## config.mk

```make
export PLATFORM = sky130hd
export DESIGN_NAME = ps2_keyboard_tx
export DESIGN_NICKNAME = d
export VERILOG_FILES = /design/src/rtl/ps2_keyboard_tx.sv
export SDC_FILE = /design/constraint.sdc
export NUM_CORES = 1
export LEC_CHECK = 0
export BUFFER_PORTS_ARGS = -buffer_cell sky130_fd_sc_hd__buf_4
export CAP_MARGIN = 20
export CORE_ASPECT_RATIO = 1.4
export CORE_UTILIZATION = 30
export CTS_CLUSTER_DIAMETER = 150
export DETAILED_ROUTE_END_ITERATION = 12
export HOLD_SLACK_MARGIN = 0.15
export PLACE_DENSITY = 0.51
export SLEW_MARGIN = 20
export SYNTH_ARGS = -nofsm -noshare
export SYNTH_HDL_FRONTEND = slang
export SYNTH_SLANG_ARGS = --single-unit
export TNS_END_PERCENT = 5
```

## constraint.sdc

```tcl
create_clock -name i_clk -period 4.2 [get_ports i_clk]
set_clock_uncertainty 0.1 [all_clocks]
set_input_delay 0.84 -clock i_clk [delete_from_list [all_inputs] [get_ports i_clk]]
set_output_delay 0.84 -clock i_clk [all_outputs]
set_load 0.005 [all_outputs]
```

## src/rtl/ps2_keyboard_tx.sv

```systemverilog
// PS/2 device-side transmitter: buffers {break,data} bytes in a 2^FIFO_AW FIFO and sends 11-bit frames (22*CLK_HALF cycles after a 1-cycle LOAD).
// o_ready = !full; define PS2_TX_BREAK_PREFIX_EN to send a 0xF0 frame ahead of entries pushed with i_break=1.
module ps2_keyboard_tx #(
  parameter int CLK_HALF   = 8,
  parameter int GAP_CYCLES = 16,
  parameter int FIFO_AW    = 3
) (
  input  logic             i_clk,
  input  logic             i_clr_n,
  input  logic [7:0]       i_data,
  input  logic             i_break,
  input  logic             i_valid,
  output logic             o_ready,
  input  logic             i_host_inhibit,
  output logic             o_ps2_clk,
  output logic             o_ps2_data,
  output logic             o_busy,
  output logic             o_abort,
  output logic [FIFO_AW:0] o_fifo_count
);
  localparam int DEPTH = 1 << FIFO_AW;
  localparam int CMAX  = (CLK_HALF > GAP_CYCLES) ? CLK_HALF : GAP_CYCLES;
  localparam int CW    = $clog2(CMAX);
  localparam logic [CW-1:0]    HALF_LAST = CW'(CLK_HALF - 1);
  localparam logic [CW-1:0]    GAP_LAST  = CW'(GAP_CYCLES - 1);
  localparam logic [FIFO_AW:0] FULL_CNT  = {1'b1, {FIFO_AW{1'b0}}};

`ifdef PS2_TX_BREAK_PREFIX_EN
  localparam logic BRK_EN = 1'b1;
`else
  localparam logic BRK_EN = 1'b0;
`endif

  localparam logic [2:0] S_IDLE    = 3'd0;
  localparam logic [2:0] S_LOAD    = 3'd1;
  localparam logic [2:0] S_HIGH    = 3'd2;
  localparam logic [2:0] S_LOW     = 3'd3;
  localparam logic [2:0] S_GAP     = 3'd4;
  localparam logic [2:0] S_INHIBIT = 3'd5;

  logic [2:0]         r_state;
  logic [CW-1:0]      r_cnt;
  logic [3:0]         r_idx;
  logic [10:0]        r_shift;
  logic               r_abort;
  logic               r_prefix_done;
  logic [8:0]         r_mem [DEPTH];
  logic [FIFO_AW-1:0] r_wptr;
  logic [FIFO_AW-1:0] r_rptr;
  logic [FIFO_AW:0]   r_count;

  logic       w_push;
  logic       w_pop;
  logic       w_push_brk;
  logic       w_head_brk;
  logic       w_last_frame;
  logic       w_half_end;
  logic       w_abort;
  logic [8:0] w_head;
  logic [7:0] w_tx_byte;

  assign o_ready      = (r_count != FULL_CNT);
  assign w_push       = i_valid & o_ready;
  assign w_push_brk   = i_break & BRK_EN;
  assign w_head       = r_mem[r_rptr];
  assign w_head_brk   = w_head[8] & BRK_EN;
  // A break entry owns two frames; only the data frame retires it.
  assign w_last_frame = !w_head_brk || r_prefix_done;
  assign w_tx_byte    = (w_head_brk && !r_prefix_done) ? 8'hF0 : w_head[7:0];
  assign w_half_end   = (r_cnt == HALF_LAST);
  assign w_abort      = ((r_state == S_HIGH) || (r_state == S_LOW)) && i_host_inhibit && (r_idx <= 4'd9);
  assign w_pop        = (r_state == S_LOW) && w_half_end && (r_idx == 4'd10) && w_last_frame;

  assign o_ps2_clk    = (r_state != S_LOW);
  assign o_ps2_data   = ((r_state == S_HIGH) || (r_state == S_LOW)) ? r_shift[0] : 1'b1;
  assign o_busy       = (r_state != S_IDLE);
  assign o_abort      = r_abort;
  assign o_fifo_count = r_count;

  always_ff @(posedge i_clk or negedge i_clr_n) begin
    if (!i_clr_n) begin
      r_state       <= S_IDLE;
      r_cnt         <= '0;
      r_idx         <= '0;
      r_shift       <= '1;
      r_abort       <= 1'b0;
      r_prefix_done <= 1'b0;
    end else begin
      r_abort <= 1'b0;
      case (r_state)
        S_IDLE: begin
          if ((r_count != '0) && !i_host_inhibit) r_state <= S_LOAD;
        end
        S_LOAD: begin
          r_shift <= {1'b1, ~^w_tx_byte, w_tx_byte, 1'b0};
          r_idx   <= '0;
          r_cnt   <= '0;
          r_state <= S_HIGH;
        end
        S_HIGH, S_LOW: begin
          if (w_abort) begin
            r_state       <= S_INHIBIT;
            r_abort       <= 1'b1;
            r_prefix_done <= 1'b0;
            r_cnt         <= '0;
          end else if (w_half_end) begin
            r_cnt <= '0;
            if (r_state == S_HIGH) begin
              r_state <= S_LOW;
            end else if (r_idx == 4'd10) begin
              r_state       <= S_GAP;
              r_prefix_done <= !w_last_frame;
            end else begin
              r_idx   <= r_idx + 4'd1;
              r_shift <= {1'b1, r_shift[10:1]};
              r_state <= S_HIGH;
            end
          end else begin
            r_cnt <= r_cnt + 1'b1;
          end
        end
        S_GAP: begin
          if (r_cnt == GAP_LAST) begin
            r_cnt   <= '0;
            // Skip the idle cycle when more work is ready so o_busy stays high across a burst.
            r_state <= ((r_count != '0) && !i_host_inhibit) ? S_LOAD : S_IDLE;
          end else begin
            r_cnt <= r_cnt + 1'b1;
          end
        end
        S_INHIBIT: begin
          if (!i_host_inhibit) begin
            r_cnt   <= '0;
            r_state <= S_GAP;
          end
        end
        default: r_state <= S_IDLE;
      endcase
    end
  end

  always_ff @(posedge i_clk or negedge i_clr_n) begin
    if (!i_clr_n) begin
      r_wptr  <= '0;
      r_rptr  <= '0;
      r_count <= '0;
    end else begin
      if (w_push) r_wptr <= r_wptr + 1'b1;
      if (w_pop)  r_rptr <= r_rptr + 1'b1;
      case ({w_push, w_pop})
        2'b10:   r_count <= r_count + 1'b1;
        2'b01:   r_count <= r_count - 1'b1;
        default: r_count <= r_count;
      endcase
    end
  end

  always_ff @(posedge i_clk) begin
    if (w_push) r_mem[r_wptr] <= {w_push_brk, i_data};
  end

endmodule
```

Word-level counts from Yosys, hierarchy flattened:

Memory sizes are Yosys's and may differ from the RTL's.
Index checks and enable logic that the tools add are counted.

* RAM bits: 64
* bits of input ports: 13
* output and inout port bits: 9
* memories: 1
* bits in registers: 33

Memory list
* r_mem: depth 8, bits a word 8, read ports 1, clocked after memory_dff 0, wr ports 1, RTL line 47 `logic [8:0] r_mem [DEPTH];`

* multiplexer cells: 30
* equal/unequal tests: 20
* reduce and logical (&&, ||, !) cells: 18
* bitwise logic cells: 1
* add/subtract/negate cells: 6
* $lt $le $gt $ge: 1

Operators by type and width (count)
* two-way mux 11 bit: 4
* two-way mux 4 bit: 8
* case mux 11 bit (2 select lines): 1
* two-way mux 3 bit: 7
* case mux 4 bit (2 select lines): 2
* case mux 4 bit (4 select lines): 1
* case mux 3 bit (5 select lines): 1
* != test 2 bit (second input constant): 7
* adder 4 x 1 -> 4 bit (second input constant): 3
* == test 4 bit (second input constant): 2
* nonzero test 4 bit: 2
* XNOR reduction 8 bit: 1
* adder 3 x 1 -> 3 bit (second input constant): 2
* == test 3 x 2 -> 1 bit (second input constant): 2
* == test 3 bit (second input constant): 2
* two-way mux 1 bit: 6
* logical AND 1 bit: 5
* AND reduction 5 bit: 1
* == test 4 x 3 -> 1 bit (second input constant): 1
* <= comparator 4 bit (second input constant): 1
* != test 4 bit (second input constant): 1
* AND reduction 4 bit: 1
* nonzero test 2 bit: 2
* subtractor 4 x 1 -> 4 bit (second input constant): 1
* other kinds (12): 12

Depth between registers and ports, before layout:

* depth in word-level cells: 6
* mapped depth: 11

Worst setup path after synthesis:

No wires, ideal clock.

* path type: input -> register
* start point: input port i_valid
* end point: memory r_mem[0][0] in the netlist's numbering (enable)
* cell stages on the path: 3
* path slack: 1.849 ns
* data arrival time: 1.868 ns
* library setup time: 0.383 ns
* cell sequence: nand2_1 or2_2 nor3_1

* word-level cells in the longest chain between the ends: 3

Ends and longest elaborated chain
* from (decl): RTL line 12 `input logic i_valid,`
* AND 1 bit: RTL line 63 `assign w_push = i_valid & o_ready;`
* two-way mux 1 bit: RTL line 159 `if (w_push) r_mem[r_wptr] <= {w_push_brk, i_data};`
* two-way mux 1 bit (not written as such): RTL line 159
* to (decl): RTL line 47

Every way passes these cells.

Worst setup path after layout:

* start point: register r_state[1]
* end point: register r_count[2], in the netlist o_fifo_count[2]

* word-level cells in the longest chain between the ends: 5

Ends and longest elaborated chain
* from (decl): RTL line 41 `logic [2:0] r_state;`
* from (signal assigned): RTL line 126 `r_state <= ((r_count != '0) && !i_host_inhibit) ? S_LOAD : S_IDLE;`
* == test 3 x 2 -> 1 bit *: RTL line 72 `assign w_pop = (r_state == S_LOW) && w_half_end && (r_idx == 4'd10) && w_last_frame;`
* logical AND 1 bit * (2 in series): RTL line 72
* named net w_pop: RTL line 53 `logic w_pop;`
* == test 2 x 1 -> 1 bit / == test 2 bit (equally long branches): RTL line 150 `case ({w_push, w_pop})`
* case mux 4 bit (2 select lines) / nonzero test 2 bit (equally long branches)
* to (signal assigned): RTL line 151 `2'b10: r_count <= r_count + 1'b1;`
* to (signal assigned): RTL line 152 `2'b01: r_count <= r_count - 1'b1;`
* to (signal assigned): RTL line 153 `default: r_count <= r_count;`
* to (decl): RTL line 50 `logic [FIFO_AW:0] r_count;`

The timed path passes the listed nets; every way through them passes the cells marked *.
A chain may end at the register's enable or synchronous reset.

==> results.py <==
metrics = {
    "finish": {
        "drive_gt1_frac": 0.194,
        "fin_cells": 569,
        "finish.instance_area_mm2": 0.00530,
        "diodes": 0,
        "nNetsFinal": 395,
        "post-route-util": 0.351,
        "area_delta_synth_final_pct": 13.8,
    },
    "timing": {
        "relSlewSlack": 0.321,
        "finalMaxSlewViolations": 0,
        "rsz0062_at_grt": "no",
        "max_freq_mhz": 365,
        "finalCriticalPeriod_ns": 2.74,
        "fin_crit_sh": 0.652,
        "hold_viol_final": 0,
        "setup_viol": 0,
        "setup_ws_ns": 1.46,
        "finalSetupTns_ns": 0,
        "holdWs_ns": 0.327,
        "worstMarginPinSlew_ns": 1.02,
    },
    "place": {
        "port_buffers": 20,
        "hpwlAfterDp_um": 6950,
        "dp_slack_ns": 1.42,
        "postPlaceCellArea_mm2": 0.00501,
        "gp_congestion": 0.807,
        "dp.cells": 553,
    },
    "setup_path": {
        "path_class": "register to register",
        "critPathRequiredTime_ns": 4.32,
        "crit_slowest_cell": "dfrtp_1",
        "worst_path_largest_cell_delay_ns": 0.47,
        "cp_top_family": "simple AND/OR/NAND/NOR gates",
        "cp_num_buf_inv": 2,
        "cp-start-kind": "register",
        "worst_setup_path_end_kind": "register",
        "worstPathArrival_ns": 2.86,
        "path_max_fanout": 21,
        "cp_cell_sequence": "inv_1 -> nor2_1 -> buf_4 -> nand2_1 -> nor3_1 -> ha_1 -> xor2_1 -> ha_1 -> a21oi_1 -> xor2_1 -> nor2_1 -> xor2_1",
        "cpMostUsedCell": "xor2_1",
    },
    "yosys": {
        "yosysUniqueCellTypes": 48,
        "synthArstFlopShare": 0.333,
        "syn_nets": 371,
        "ys_seq_area_frac": 0.587,
        "synth-edff-count": 64,
        "syn_avg_cell_area_um2": 13.4,
        "ys_ff_latch": 96,
        "mappedNetlistArea_mm2": 0.00466,
        "yosys_warnings": 0,
        "ys.flop_type": "edfxtp_1",
        "netlist_instances": 348,
    },
    "global_route": {
        "antenna_found_initial": 0,
        "grt_pass1_wl_um": 15500,
        "grt_pass1_vias": 2897,
        "grt_max_degree": 33,
        "grt.total_usage": 0.131,
        "grt-ovfl-total": 0,
    },
    "clocking": {
        "clk_latency_ns": 0.34,
        "cts_sinks": 96,
        "cts_tree": "built",
        "cts_root_buffer": "clkbuf_16",
        "post_cts_buffers": 0,
        "cts_max_level": 3,
        "clk_pin_slew_ns": 0.06,
        "cts_buffers": 9,
        "clockBufferDepth": 2,
        "cts_resized": 0,
        "cts_hold_buf": 0,
    },
    "detailed_routing": {
        "ant_nets": 0,
        "finalWirelength_um": 9560,
        "dr.first_iter.drc_count": 120,
        "via_count": 2824,
        "via_per_inst": 4.96,
        "route.detailed.drc": 0,
        "post_drt_wl_per_cell_um": 16.8,
        "drt_pass1_iterations": 4,
    },
    "power_and_ir_drop": {
        "clkPwrFrac": 0.337,
        "seqPwrFrac": 0.505,
        "switchingPower_uw": 631,
        "pwr_density_cell_mw_per_mm2": 444,
        "sw_frac_of_total": 0.268,
        "p_comb_frac": 0.158,
        "peakVddDrop_mv": 0.184,
        "leakagePower_nw": 1.85,
        "internal-power_mw": 1.72,
        "p_total_mw": 2.35,
    },
    "floorplan": {
        "die_w_um": 107,
        "core_mm2": 0.0151,
        "die_h_um": 149,
        "fp.dieArea_mm2": 0.0160,
        "row_count": 53,
        "ioPinCount": 22,
        "start_util": 0.308,
    },
    "status": {
        "status": "finished clean",
    },
    "hold_path": {
        "worstHoldPathType": "primary input to async pin",
    },
    "run": {
        "cap_violations": 0,
    },
}
layout by cell type (no fill, tap or decap), types with 2 or more instances in the layout:
cell,count
a21o_1,2
a21oi_1,16
a221o_1,4
a31o_1,2
a31oi_1,2
buf_4,24
clkbuf_16,9
clkinv_1,3
clkinv_2,2
clkinvlp_4,2
dfrtp_1,22
dfstp_2,10
edfxtp_1,64
ha_1,10
inv_1,6
mux2_2,3
mux2i_1,8
mux4_2,16
nand2_1,26
nand2b_1,2
nand3_1,7
nand3b_1,7
nor2_1,20
nor3_1,9
nor3_2,3
o21ai_0,4
o21ai_1,16
o21bai_1,2
o22ai_1,12
or3_1,4
xnor2_1,31
xor2_1,13
cell families (layout without fill, tap and decap cells):
logic type / count (synthesis) / in the layout / share of synthesized area
flip-flops: 96 / 96 / 0.587
AND/OR/NAND/NOR: 86 / 86 / 0.0921
AO/OA/AOI/OAI: 65 / 65 / 0.0857
XOR/XNOR: 44 / 44 / 0.0827
multiplexers: 28 / 28 / 0.104
buffers and inverters: 19 / 48 / 0.0212
adder cells (fa/ha/maj): 10 / 10 / 0.0269
power groups by stage:
| stage | logic (mW) | registers, mW | clock network (mW) |
|---|---|---|---|
| floorplan | 0.277 | 1.18 | 0 |
| finish | 0.372 | 1.19 | 0.793 |
| global route | 0.430 | 1.20 | 0.850 |
| detailed placement | 0.376 | 1.21 | 0 |
| global placement | 0.374 | 1.21 | 0 |
| CTS | 0.377 | 1.19 | 0.812 |
cell type report:
cell class	count	area, um^2
inverters	8	30.0
flip-flops and latches	96	2740
fillers	1489	9820
clock buffers	9	225
repair buffers	24	180
clock inverters	7	62.6
multi-input cells	233	1830
well taps	192	240
synth_stat cells (all sizes together) (8+ instances only):
cell type	count	area, um^2
edfxtp	64	1920
xnor2	31	272
nand2	26	97.6
dfrtp	22	551
nor2	20	75.1
o21ai	20	100
a21oi	16	80.1
mux4	16	360
xor2	13	114
nor3	12	70.1
o22ai	12	75.1
dfstp	10	263
ha	10	125
mux2i	8	80.1
worst paths after layout:
path	from	endpoint	slack [ns]	depth (start not counted)
max reg2reg	r_state[1]$_DFFE_PN0P_	o_fifo_count[2]$_DFFE_PN0P_	1.46	12
max in group asynchronous	i_clr_n	r_shift[2]$_DFFE_PN1P_	3.34	1
max	r_state[1]$_DFFE_PN0P_	o_fifo_count[2]$_DFFE_PN0P_	1.46	12
min	i_clr_n	r_cnt[1]$_DFFE_PN0P_	0.33	1
min in group i_clk	r_shift[5]$_DFFE_PN1P_	r_shift[5]$_DFFE_PN1P_	0.36	2
min reg2reg	r_shift[5]$_DFFE_PN1P_	r_shift[5]$_DFFE_PN1P_	0.36	2
registers in the layout, summed over array words and instances (netlist names):
signal,cells
o_abort,1
r_idx,4
r_state,3
r_wptr,3
r_rptr,3
r_shift,10
r_mem,64
o_fifo_count,4
r_cnt,4
routing by layer:
layer	global-route usage	routed length, um	vias to the layer above
li1	-	-	1349
met1	0.137	3770	1406
met2	0.247	5250	50
met3	0.0292	239	19
met4	0.0603	298	0
met5	0	0	-
worst register-to-register path, delay by kind of cell, from the launching register on:
family | cells | cell delay, ns
DFF | 1 | 0.47
buffers and inverters | 2 | 0.35
xor gates and xnor gates | 3 | 0.39
AOI/OAI and AO/OA | 1 | 0.14
and+or+nand+nor | 4 | 0.66
adders and majority gates | 2 | 0.51
Power figures use the tool's default switching activity.
